==> src/rtl/yc_noc_defs.sv <==
// Shared NoC definitions: flit layout, virtual channels, opcodes and
// helpers to build and pick apart flits.
package yc_noc_defs;

    localparam int unsigned XW   = 4;
    localparam int unsigned YW   = 4;
    localparam int unsigned OPW  = 4;
    localparam int unsigned LENW = 8;
    localparam int unsigned PAYW = 32;

    localparam logic VC_REQ  = 1'b0;
    localparam logic VC_RESP = 1'b1;

    localparam logic [OPW-1:0] OP_WRITE     = 4'h1;
    localparam logic [OPW-1:0] OP_READ_REQ  = 4'h2;
    localparam logic [OPW-1:0] OP_READ_RESP = 4'h3;

    // Payload carries {addr[15:0], data[15:0]}
    typedef struct packed {
        logic            vc;
        logic [OPW-1:0]  opc;
        logic [LENW-1:0] len;
        logic [XW-1:0]   src_x;
        logic [YW-1:0]   src_y;
        logic [XW-1:0]   dst_x;
        logic [YW-1:0]   dst_y;
        logic [PAYW-1:0] pay;
    } flit_t;

    function automatic flit_t build_flit(
        input logic            vc,
        input logic [OPW-1:0]  opc,
        input logic [LENW-1:0] len,
        input logic [XW-1:0]   src_x,
        input logic [YW-1:0]   src_y,
        input logic [XW-1:0]   dst_x,
        input logic [YW-1:0]   dst_y,
        input logic [PAYW-1:0] pay
    );
        flit_t f;
        f.vc    = vc;
        f.opc   = opc;
        f.len   = len;
        f.src_x = src_x;
        f.src_y = src_y;
        f.dst_x = dst_x;
        f.dst_y = dst_y;
        f.pay   = pay;
        return f;
    endfunction

    function automatic logic [OPW-1:0] get_opc(input flit_t f);
        return f.opc;
    endfunction

    function automatic logic [PAYW-1:0] get_pay(input flit_t f);
        return f.pay;
    endfunction

    function automatic logic [XW-1:0] get_src_x(input flit_t f);
        return f.src_x;
    endfunction

    function automatic logic [YW-1:0] get_src_y(input flit_t f);
        return f.src_y;
    endfunction

    function automatic logic [XW-1:0] get_dst_x(input flit_t f);
        return f.dst_x;
    endfunction

    function automatic logic [YW-1:0] get_dst_y(input flit_t f);
        return f.dst_y;
    endfunction

endpackage

==> src/rtl/yc_mem_req_master.sv <==
// Core-side NoC requester: turns a load/store port into OP_WRITE /
// OP_READ_REQ flits and returns OP_READ_RESP data to the core.
// Writes are posted, one read is outstanding at a time, reads time out.
// Ports:
//   clk, rst_n                      clock, async active-low reset
//   req_valid/ready/we/addr/wdata   core request port
//   resp_valid/rdata/err            read completion (1-cycle pulse)
//   tx_valid/tx_flit/tx_ready       request flit output
//   rx_valid/rx_flit/rx_ready       response flit input (always sinks)
//   drop_cnt                        saturating count of discarded rx flits
module yc_mem_req_master
    import yc_noc_defs::*;
#(
    parameter int unsigned X_ID    = 0,
    parameter int unsigned Y_ID    = 0,
    parameter int unsigned DST_X   = 1,
    parameter int unsigned DST_Y   = 0,
    parameter int unsigned TIMEOUT = 64
) (
    input  logic        clk,
    input  logic        rst_n,
    input  logic        req_valid,
    output logic        req_ready,
    input  logic        req_we,
    input  logic [15:0] req_addr,
    input  logic [15:0] req_wdata,
    output logic        resp_valid,
    output logic [15:0] resp_rdata,
    output logic        resp_err,
    output logic        tx_valid,
    output flit_t       tx_flit,
    input  logic        tx_ready,
    input  logic        rx_valid,
    input  flit_t       rx_flit,
    output logic        rx_ready,
    output logic [7:0]  drop_cnt
);

    localparam int unsigned TW = $clog2(TIMEOUT + 1);

    typedef enum logic [1:0] {IDLE, SEND, WAIT_RESP} state_t;

    state_t        st_q;
    logic [TW-1:0] timer_q;
    logic [15:0]   addr_q;
    logic          we_q;
    logic          tx_valid_q;
    flit_t         tx_flit_q;
    logic          resp_valid_q;
    logic [15:0]   resp_rdata_q;
    logic          resp_err_q;
    logic [7:0]    drop_cnt_q;

    logic match_c;
    logic timeout_c;
    logic drop_c;
    logic unused_rx_c;

    // Response for the outstanding read: right opcode, routed to us, from the target, same address
    assign match_c = rx_valid && (st_q == WAIT_RESP)
                  && (get_opc(rx_flit) == OP_READ_RESP)
                  && (get_dst_x(rx_flit) == XW'(X_ID)) && (get_dst_y(rx_flit) == YW'(Y_ID))
                  && (get_src_x(rx_flit) == XW'(DST_X)) && (get_src_y(rx_flit) == YW'(DST_Y))
                  && (get_pay(rx_flit)[31:16] == addr_q);

    assign timeout_c = (st_q == WAIT_RESP) && (timer_q == TW'(TIMEOUT - 1));

    // Every received flit that does not complete the pending read is discarded
    assign drop_c = rx_valid && !match_c;

    // vc and len are not needed to recognise a response
    assign unused_rx_c = ^{rx_flit.vc, rx_flit.len};

    assign req_ready  = (st_q == IDLE);
    assign rx_ready   = 1'b1;
    assign tx_valid   = tx_valid_q;
    assign tx_flit    = tx_flit_q;
    assign resp_valid = resp_valid_q;
    assign resp_rdata = resp_rdata_q;
    assign resp_err   = resp_err_q;
    assign drop_cnt   = drop_cnt_q;

    // Request FSM, read timer and drop counter
    always_ff @(posedge clk or negedge rst_n) begin
        if (!rst_n) begin
            st_q         <= IDLE;
            timer_q      <= '0;
            addr_q       <= '0;
            we_q         <= 1'b0;
            tx_valid_q   <= 1'b0;
            tx_flit_q    <= '0;
            resp_valid_q <= 1'b0;
            resp_rdata_q <= '0;
            resp_err_q   <= 1'b0;
            drop_cnt_q   <= '0;
        end else begin
            resp_valid_q <= 1'b0;

            if (drop_c && (drop_cnt_q != 8'hFF)) begin
                drop_cnt_q <= drop_cnt_q + 8'd1;
            end

            case (st_q)
                IDLE: begin
                    if (req_valid) begin
                        tx_flit_q  <= build_flit(VC_REQ,
                                                 req_we ? OP_WRITE : OP_READ_REQ,
                                                 8'd1,
                                                 XW'(X_ID), YW'(Y_ID),
                                                 XW'(DST_X), YW'(DST_Y),
                                                 {req_addr, req_we ? req_wdata : 16'h0000});
                        addr_q     <= req_addr;
                        we_q       <= req_we;
                        tx_valid_q <= 1'b1;
                        st_q       <= SEND;
                    end
                end
                SEND: begin
                    if (tx_ready) begin
                        tx_valid_q <= 1'b0;
                        if (we_q) begin
                            st_q <= IDLE;
                        end else begin
                            st_q    <= WAIT_RESP;
                            timer_q <= '0;
                        end
                    end
                end
                WAIT_RESP: begin
                    timer_q <= timer_q + TW'(1);
                    // A response landing on the timeout cycle still completes the read
                    if (match_c) begin
                        resp_valid_q <= 1'b1;
                        resp_rdata_q <= get_pay(rx_flit)[15:0];
                        resp_err_q   <= 1'b0;
                        st_q         <= IDLE;
                    end else if (timeout_c) begin
                        resp_valid_q <= 1'b1;
                        resp_rdata_q <= 16'h0000;
                        resp_err_q   <= 1'b1;
                        st_q         <= IDLE;
                    end
                end
                default: st_q <= IDLE;
            endcase
        end
    end

endmodule

==> config.mk <==
export PLATFORM = sky130hd
export DESIGN_NAME = yc_mem_req_master
export DESIGN_NICKNAME = d
export VERILOG_FILES = /design/src/rtl/yc_noc_defs.sv /design/src/rtl/yc_mem_req_master.sv
export SDC_FILE = /design/constraint.sdc
export NUM_CORES = 1
export LEC_CHECK = 0
export CAP_MARGIN = 20
export CORE_MARGIN = 2
export CORE_UTILIZATION = 39
export DETAILED_ROUTE_END_ITERATION = 16
export PLACE_DENSITY = 0.87
export SYNTH_ARGS = -nofsm -noshare
export SYNTH_HDL_FRONTEND = slang
export SYNTH_SLANG_ARGS = --single-unit
export TNS_END_PERCENT = 20
==> constraint.sdc <==
create_clock -name clk -period 2.8 [get_ports clk]
set_clock_uncertainty 0.15 [all_clocks]
set_input_delay 0.84 -clock clk [delete_from_list [all_inputs] [get_ports clk]]
set_output_delay 0.84 -clock clk [all_outputs]
set_load 0.05 [all_outputs]
==> out/metrics.cfg, run 1 <==
[timing]
slew_headroom = 0.5827
tns_ps = 0
fin_crit_ps = 2651
post-route-period-util = 0.9467
maxSlewViolCount = 0
max_freq_ghz = 0.3772
fin_hold_ws_ps = 330.8
tightest_slew_ps = 624.0
hold_violations = 0
rsz0062_at_grt = no
setup_viol = 0

[synthesis]
syn-cell-area_um2 = 3497
syn_inst = 326
yosysSeqAreaShare = 0.5081
synthArstFlopShare = 1.000
synth.most_common_cell = dfrtp_1
synth_top_cell_by_area = dfrtp_1
synth_compound_area_frac = 0.06691
synthSimpleGateAreaFrac = 0.1624
synth_edf_count = 0
synthDistinctLibCells = 40
synth.area.top_cells = dfrtp_1, mux2_2, buf_4
synth_top_area_frac = 0.5081
synthMuxAreaShare = 0.1123
ys_seq_elements = 71
synth_area_per_cell_um2 = 10.73
ys.flop_type = dfrtp_1
synthAdderAreaFrac = 0.007156
ys_top_cells_by_count = dfrtp_1, nand2_1, mux2_2, buf_4, o21ai_0
yosys.area_share.xor_xnor = 0.05760
yosys_warnings = 0
synth_top_family_by_area = simple AND/OR/NAND/NOR gates

[critical_path]
cp_slowest_stage_delay_ps = 420
worstPathArrival_ps = 2710
crit_fanout = 12
crit_path_start_kind = primary input
cp_slowest_cell = clkdlybuf4s50_1
crit_type = in -> reg
cp.required_ps = 2860
path_cells = clkdlybuf4s50_1, nor4b_1, nand3_1, nor3_1, buf_4, and2_4, buf_12, mux2_1
cp-end-kind = flip-flop
rrSetupSlack_ps = 600

[clocking]
clockBufferDepth = 2
cts-buffers-inserted = 9
hold_buffers = 0
cts_tree = done
cts_root_buf = clkbuf_8
clk_pin_slew_ps = 70
htreeDepth = 3
clock-sinks = 71
clock_latency_ps = 330

[global_routing]
grt_pass1_wl_um = 14680
grt-ovfl-total = 0
grt_max_degree = 72
grt.total_usage = 0.1888
grt_pass1_vias = 3028
antenna_found_initial = 0

[floorplanning]
die_x_um = 98.70
fp.dieH_um = 98.70
start_util = 0.4010
row_count = 34
die_area_um2 = 9741
core_area_um2 = 8721
ios = 189

[detailed_routing]
drt-total-wl_um = 9013
first_iter_violations = 104
vias = 2934
post_drt_via_cell_ratio = 4.858
ant_nets = 0
post-route-drc-count = 0
dr.pass1.iters = 4
wl_per_cell_um = 14.92

[final_layout]
fin_util = 0.6108
multi_input_area_um2 = 1529
fill_cells = 721
area_growth_pct = 52.31
fin_nets = 592
seq_area_um2 = 1777
drive_above_1_share = 0.1452
design_area_um2 = 5326
n_antenna_cell = 0

[place]
port-buffer-count = 153
globalplace.congestion = 0.7841
dp_hpwl_um = 6889
placed_area_um2 = 5112

[outcome]
status = finished, final reports clean

[power_and_ir_drop]
power.total_mw = 5.215
power.density_nw_per_um2 = 979.1
p_leak_nw = 2.325
irDropWorstVdd_mv = 0.6393

[min_path]
holdCritPathClass = reg -> reg

[run]
max-cap-violations = 0

[cell type report]
type,instances,share of cell area
multi-input cells,235,0.2871
well taps,108,0.02537
repair buffers,170,0.3181
flip-flops and latches,71,0.3336
clock buffers,13,0.02983
inverters,4,0.002819
clock inverters,3,0.003289
[critical path: cells and delay by family]
family	cells	cell delay, ps
mux	1	350
buf+inv	3	710
simple gates	4	820
[sequential cells by signal, indices dropped and copies added, names as in the netlist]
name and count:
drop_cnt 8, resp_err 1, resp_valid 1, resp_rdata 16, st_q 2, tx_valid 1
addr_q 16, tx_flit 19, timer_q 7
[logic make-up (layout without fill, tap and decap cells)]
logic type | after synthesis | after routing
mux | 35 | 35
fa+ha+maj | 2 | 2
simple gates | 108 | 108
compound gates | 41 | 41
flops | 71 | 71
xor+xnor | 23 | 23
buf+inv | 44 | 190
other cells | 2 | 26
[routing by layer]
metal,track usage,wire length (um)
met3,0.05035,632
met4,0.06533,123
met1,0.2227,3698
met2,0.3328,4558
met5,0,0
[stage by stage]
stage,instances,setup slack [ps]
2_1_floorplan,350,315.6
4_1_cts,601,56.51
6_report,604,149.2
3_3_place_gp,585,-250.8
3_5_place_dp,585,-291.9
5_1_grt,604,16.48
[what timing repair did]
item | in CTS | in global routing
resized for setup | 0 | 1
setup buffers | 0 | 3
endpoints found under the setup margin | 0 | 17
[worst paths after layout]
kind	end	cells after the start	from
min in group asynchronous	addr_q[2]$_DFFE_PN0P_	2	rst_n
worst min register to register	tx_flit[3]$_DFFE_PN0P_	2	tx_flit[3]$_DFFE_PN0P_
max in group asynchronous	tx_flit[0]$_DFFE_PN0P_	2	rst_n
worst max register to register	resp_rdata[10]$_DFFE_PN0P_	7	st_q[1]$_DFFE_PN0P_
worst max-delay path	resp_rdata[10]$_DFFE_PN0P_	8	rx_flit[40]
worst min-delay path	tx_flit[3]$_DFFE_PN0P_	2	tx_flit[3]$_DFFE_PN0P_
[cells in the final DEF, fill, tap and decap left out, drive strengths merged, types with 2 or more instances in the layout]
cell / n
clkdlybuf4s50: 151
dfrtp: 71
nand2: 44
mux2: 34
conb: 26
o21ai: 24
xnor2: 18
buf: 18
nor2b: 17
clkbuf: 13
nor2: 10
nand4: 8
nand3: 8
nor4: 6
a21oi: 5
xor2: 5
inv: 4
a211oi: 4
nor3: 4
o31ai: 3
nor4b: 2
o211ai: 2
a31oi: 2
nand2b: 2
ha: 2
clkinv: 2
and2: 2
[power by group]
group	switching, mW	internal, mW
Clock	0.369	0.368
Sequential	0.311	1.37
Combinational	1.77	1.02
No activity file was read; power rests on OpenSTA's default activity.
==> inputs of run 2 (changes only) <==
--- a/config.mk
+++ b/config.mk
@@ -6,7 +6,6 @@
 export NUM_CORES = 1
 export LEC_CHECK = 0
 export CAP_MARGIN = 20
-export CORE_MARGIN = 2
 export CORE_UTILIZATION = 39
 export DETAILED_ROUTE_END_ITERATION = 16
 export PLACE_DENSITY = 0.87
==> out/metrics.cfg, run 2 (same netlist as run 1, synthesis figures left out) <==
[outcome]
status = finished, final reports clean

[floorplanning]
die_x_um = 96.70  ; -2.0%
ios = 189  ; unchanged
core_area_um2 = 8721  ; unchanged
fp.dieH_um = 96.70  ; -2.0%
row_count = 34  ; unchanged
die_area_um2 = 9350  ; -4.0%
start_util = 0.4010  ; unchanged

[timing]
max_freq_ghz = 0.3651  ; -3.2%
slew_headroom = 0.5687  ; -0.01396
hold_violations = 0  ; unchanged
maxSlewViolCount = 0  ; unchanged
rsz0062_at_grt = no
post-route-period-util = 0.9782  ; +0.03144
tightest_slew_ps = 644.9  ; +20.88 ps
fin_crit_ps = 2739  ; +88.04 ps
finalWorstSetupSlack_ps = 61.13  ; -88.04 ps
tns_ps = 0  ; unchanged
setup_viol = 0  ; unchanged

[place]
dp_worst_setup_slack_ps = -444.4  ; -152.5 ps
port-buffer-count = 153  ; unchanged
dp_hpwl_um = 6601  ; -4.2%
globalplace.congestion = 0.8087  ; +3.1%
placed_area_um2 = 5105  ; -0.15%

[min_path]
hold_start = tx_flit[0]$_DFFE_PN0P_
holdCritPathClass = reg -> reg

[power_and_ir_drop]
p_leak_nw = 2.345  ; +0.83%
power.density_nw_per_um2 = 1034  ; +5.6%
p_comb_frac = 0.500  ; -0.036
intPower_mw = 3.124  ; +13%
power_frac_clock = 0.201  ; +0.060
irDropWorstVdd_mv = 0.7546  ; +18%
power_switching_mw = 2.459  ; +0.25%
power.total_mw = 5.583  ; +7.0%
seqPwrFrac = 0.299  ; -0.024
switching_share = 0.4405  ; -0.02988

[clocking]
clockBufferDepth = 2  ; unchanged
cts_tree = done
htreeDepth = 3  ; unchanged
clk_pin_slew_ps = 70  ; about the same
cts_root_buf = clkbuf_8
clock_latency_ps = 350  ; +20 ps
cts-buffers-inserted = 9  ; unchanged
clock-sinks = 71  ; unchanged
post_cts_buffers = 0  ; unchanged
hold_buffers = 0  ; unchanged

[critical_path]
worstPathArrival_ps = 1750  ; -960 ps
path_cells = nor2_1, clkdlybuf4s50_1
crit_start = st_q[1]$_DFFE_PN0P_
cp_slowest_cell = clkdlybuf4s50_1
crit_path_start_kind = flip-flop
cp.required_ps = 1810  ; -1050 ps
crit_fanout = 8  ; -4
rr_startpoint = addr_q[15]$_DFFE_PN0P_
cp_slowest_stage_delay_ps = 810  ; +390 ps
cp-end-kind = output port
crit_type = reg -> out

[final_layout]
largest_register_ffs = 19  ; unchanged
area_growth_pct = 54.38
mostFrequentLayoutCell = clkdlybuf4s50_1
fin_nets = 589  ; -0.51%
design_area_um2 = 5399  ; +1.4%
multi_input_area_um2 = 1544  ; +0.98%
final_cell_mix = clkdlybuf4s50_1, dfrtp_1, nand2_1, mux2_2, conb_1
fill_cells = 695  ; -3.6%
drive_above_1_share = 0.1460  ; +0.0008833
n_antenna_cell = 0  ; unchanged
seq_area_um2 = 1777  ; unchanged

[detailed_routing]
first_iter_violations = 62  ; -40%
post_drt_via_cell_ratio = 4.902  ; +0.91%
ant_nets = 0  ; unchanged
dr.pass1.iters = 4  ; unchanged
wl_per_cell_um = 14.90  ; -0.16%
drt-total-wl_um = 8954  ; -0.65%
vias = 2946  ; +0.41%
post-route-drc-count = 0  ; unchanged

[global_routing]
grt-ovfl-total = 0  ; unchanged
grt.total_usage = 0.1954  ; +0.006635
grt_pass1_vias = 3080  ; +1.7%
grt_pass1_wl_um = 14630  ; -0.37%
antenna_found_initial = 0  ; unchanged
grt_max_degree = 72  ; unchanged

[run]
max-cap-violations = 0  ; unchanged

## run 2: power by group through the flow
| stage | registers, mW | logic [mW] | clock network, mW |
|---|---|---|---|
| after detailed placement | 1.69 | 2.80 | 0 |
| after global placement | 1.67 | 2.75 | 0 |
| after CTS | 1.67 | 2.82 | 1.15 |
| after global routing | 1.72 | 2.93 | 1.19 |
| final | 1.67 | 2.79 | 1.12 |
| after floorplan | 2.70 | 0.810 | 0 |
## run 2: final timing paths
path,endpoint,slack (ps),cells after the start
min in group asynchronous,addr_q[2]$_DFFE_PN0P_,360,2
hold / removal,tx_flit[0]$_DFFE_PN0P_,340,2
setup / recovery,req_ready,60,2
max in group asynchronous,tx_flit[6]$_DFFE_PN0P_,1840,2
setup reg to reg,resp_rdata[5]$_DFFE_PN0P_,640,5
hold reg to reg,tx_flit[0]$_DFFE_PN0P_,340,2
## run 2: routing by layer
| layer | vias up | part of all wire | track usage |
|---|---|---|---|
| met5 | - | 0 | 0 |
| met2 | 136 | 0.50 | 0.3429 |
| met4 | 0 | 0.027 | 0.08037 |
| li1 | 1391 | - | - |
| met3 | 20 | 0.084 | 0.06792 |
| met1 | 1399 | 0.39 | 0.2143 |
## run 2: repair_timing
item,in CTS,in global routing
gates resized for setup,1,1
gates cloned,0,1
setup endpoints to repair,16,16
## run 2: cell type report
cell class	count	area share
Clock buffer	11	0.02804
Timing Repair Buffer	166	0.3054
Inverter	4	0.002781
Clock inverter	5	0.02364
Multi-Input combinational cell	236	0.2860
Tap cell	108	0.02503
Sequential cell	71	0.3291
## run 2: metrics by stage
step / instances / utilization / hold WS (ps)
4_1_cts: 600 / 0.6181 / 340.9
3_5_place_dp: 584 / 0.5854 / 323.8
5_1_grt: 601 / 0.6191 / 351.6
6_report: 601 / 0.6191 / 336.3
3_3_place_gp: 584 / 0.5854 / 310.8
2_1_floorplan: 350 / - / 304.9
## run 2: critical path: cells and delay by family, from the launching register on
kind                   cells  cell delay, ps
buffers and inverters      1             810
flip-flops                 1             450
AND/OR/NAND/NOR            1             150
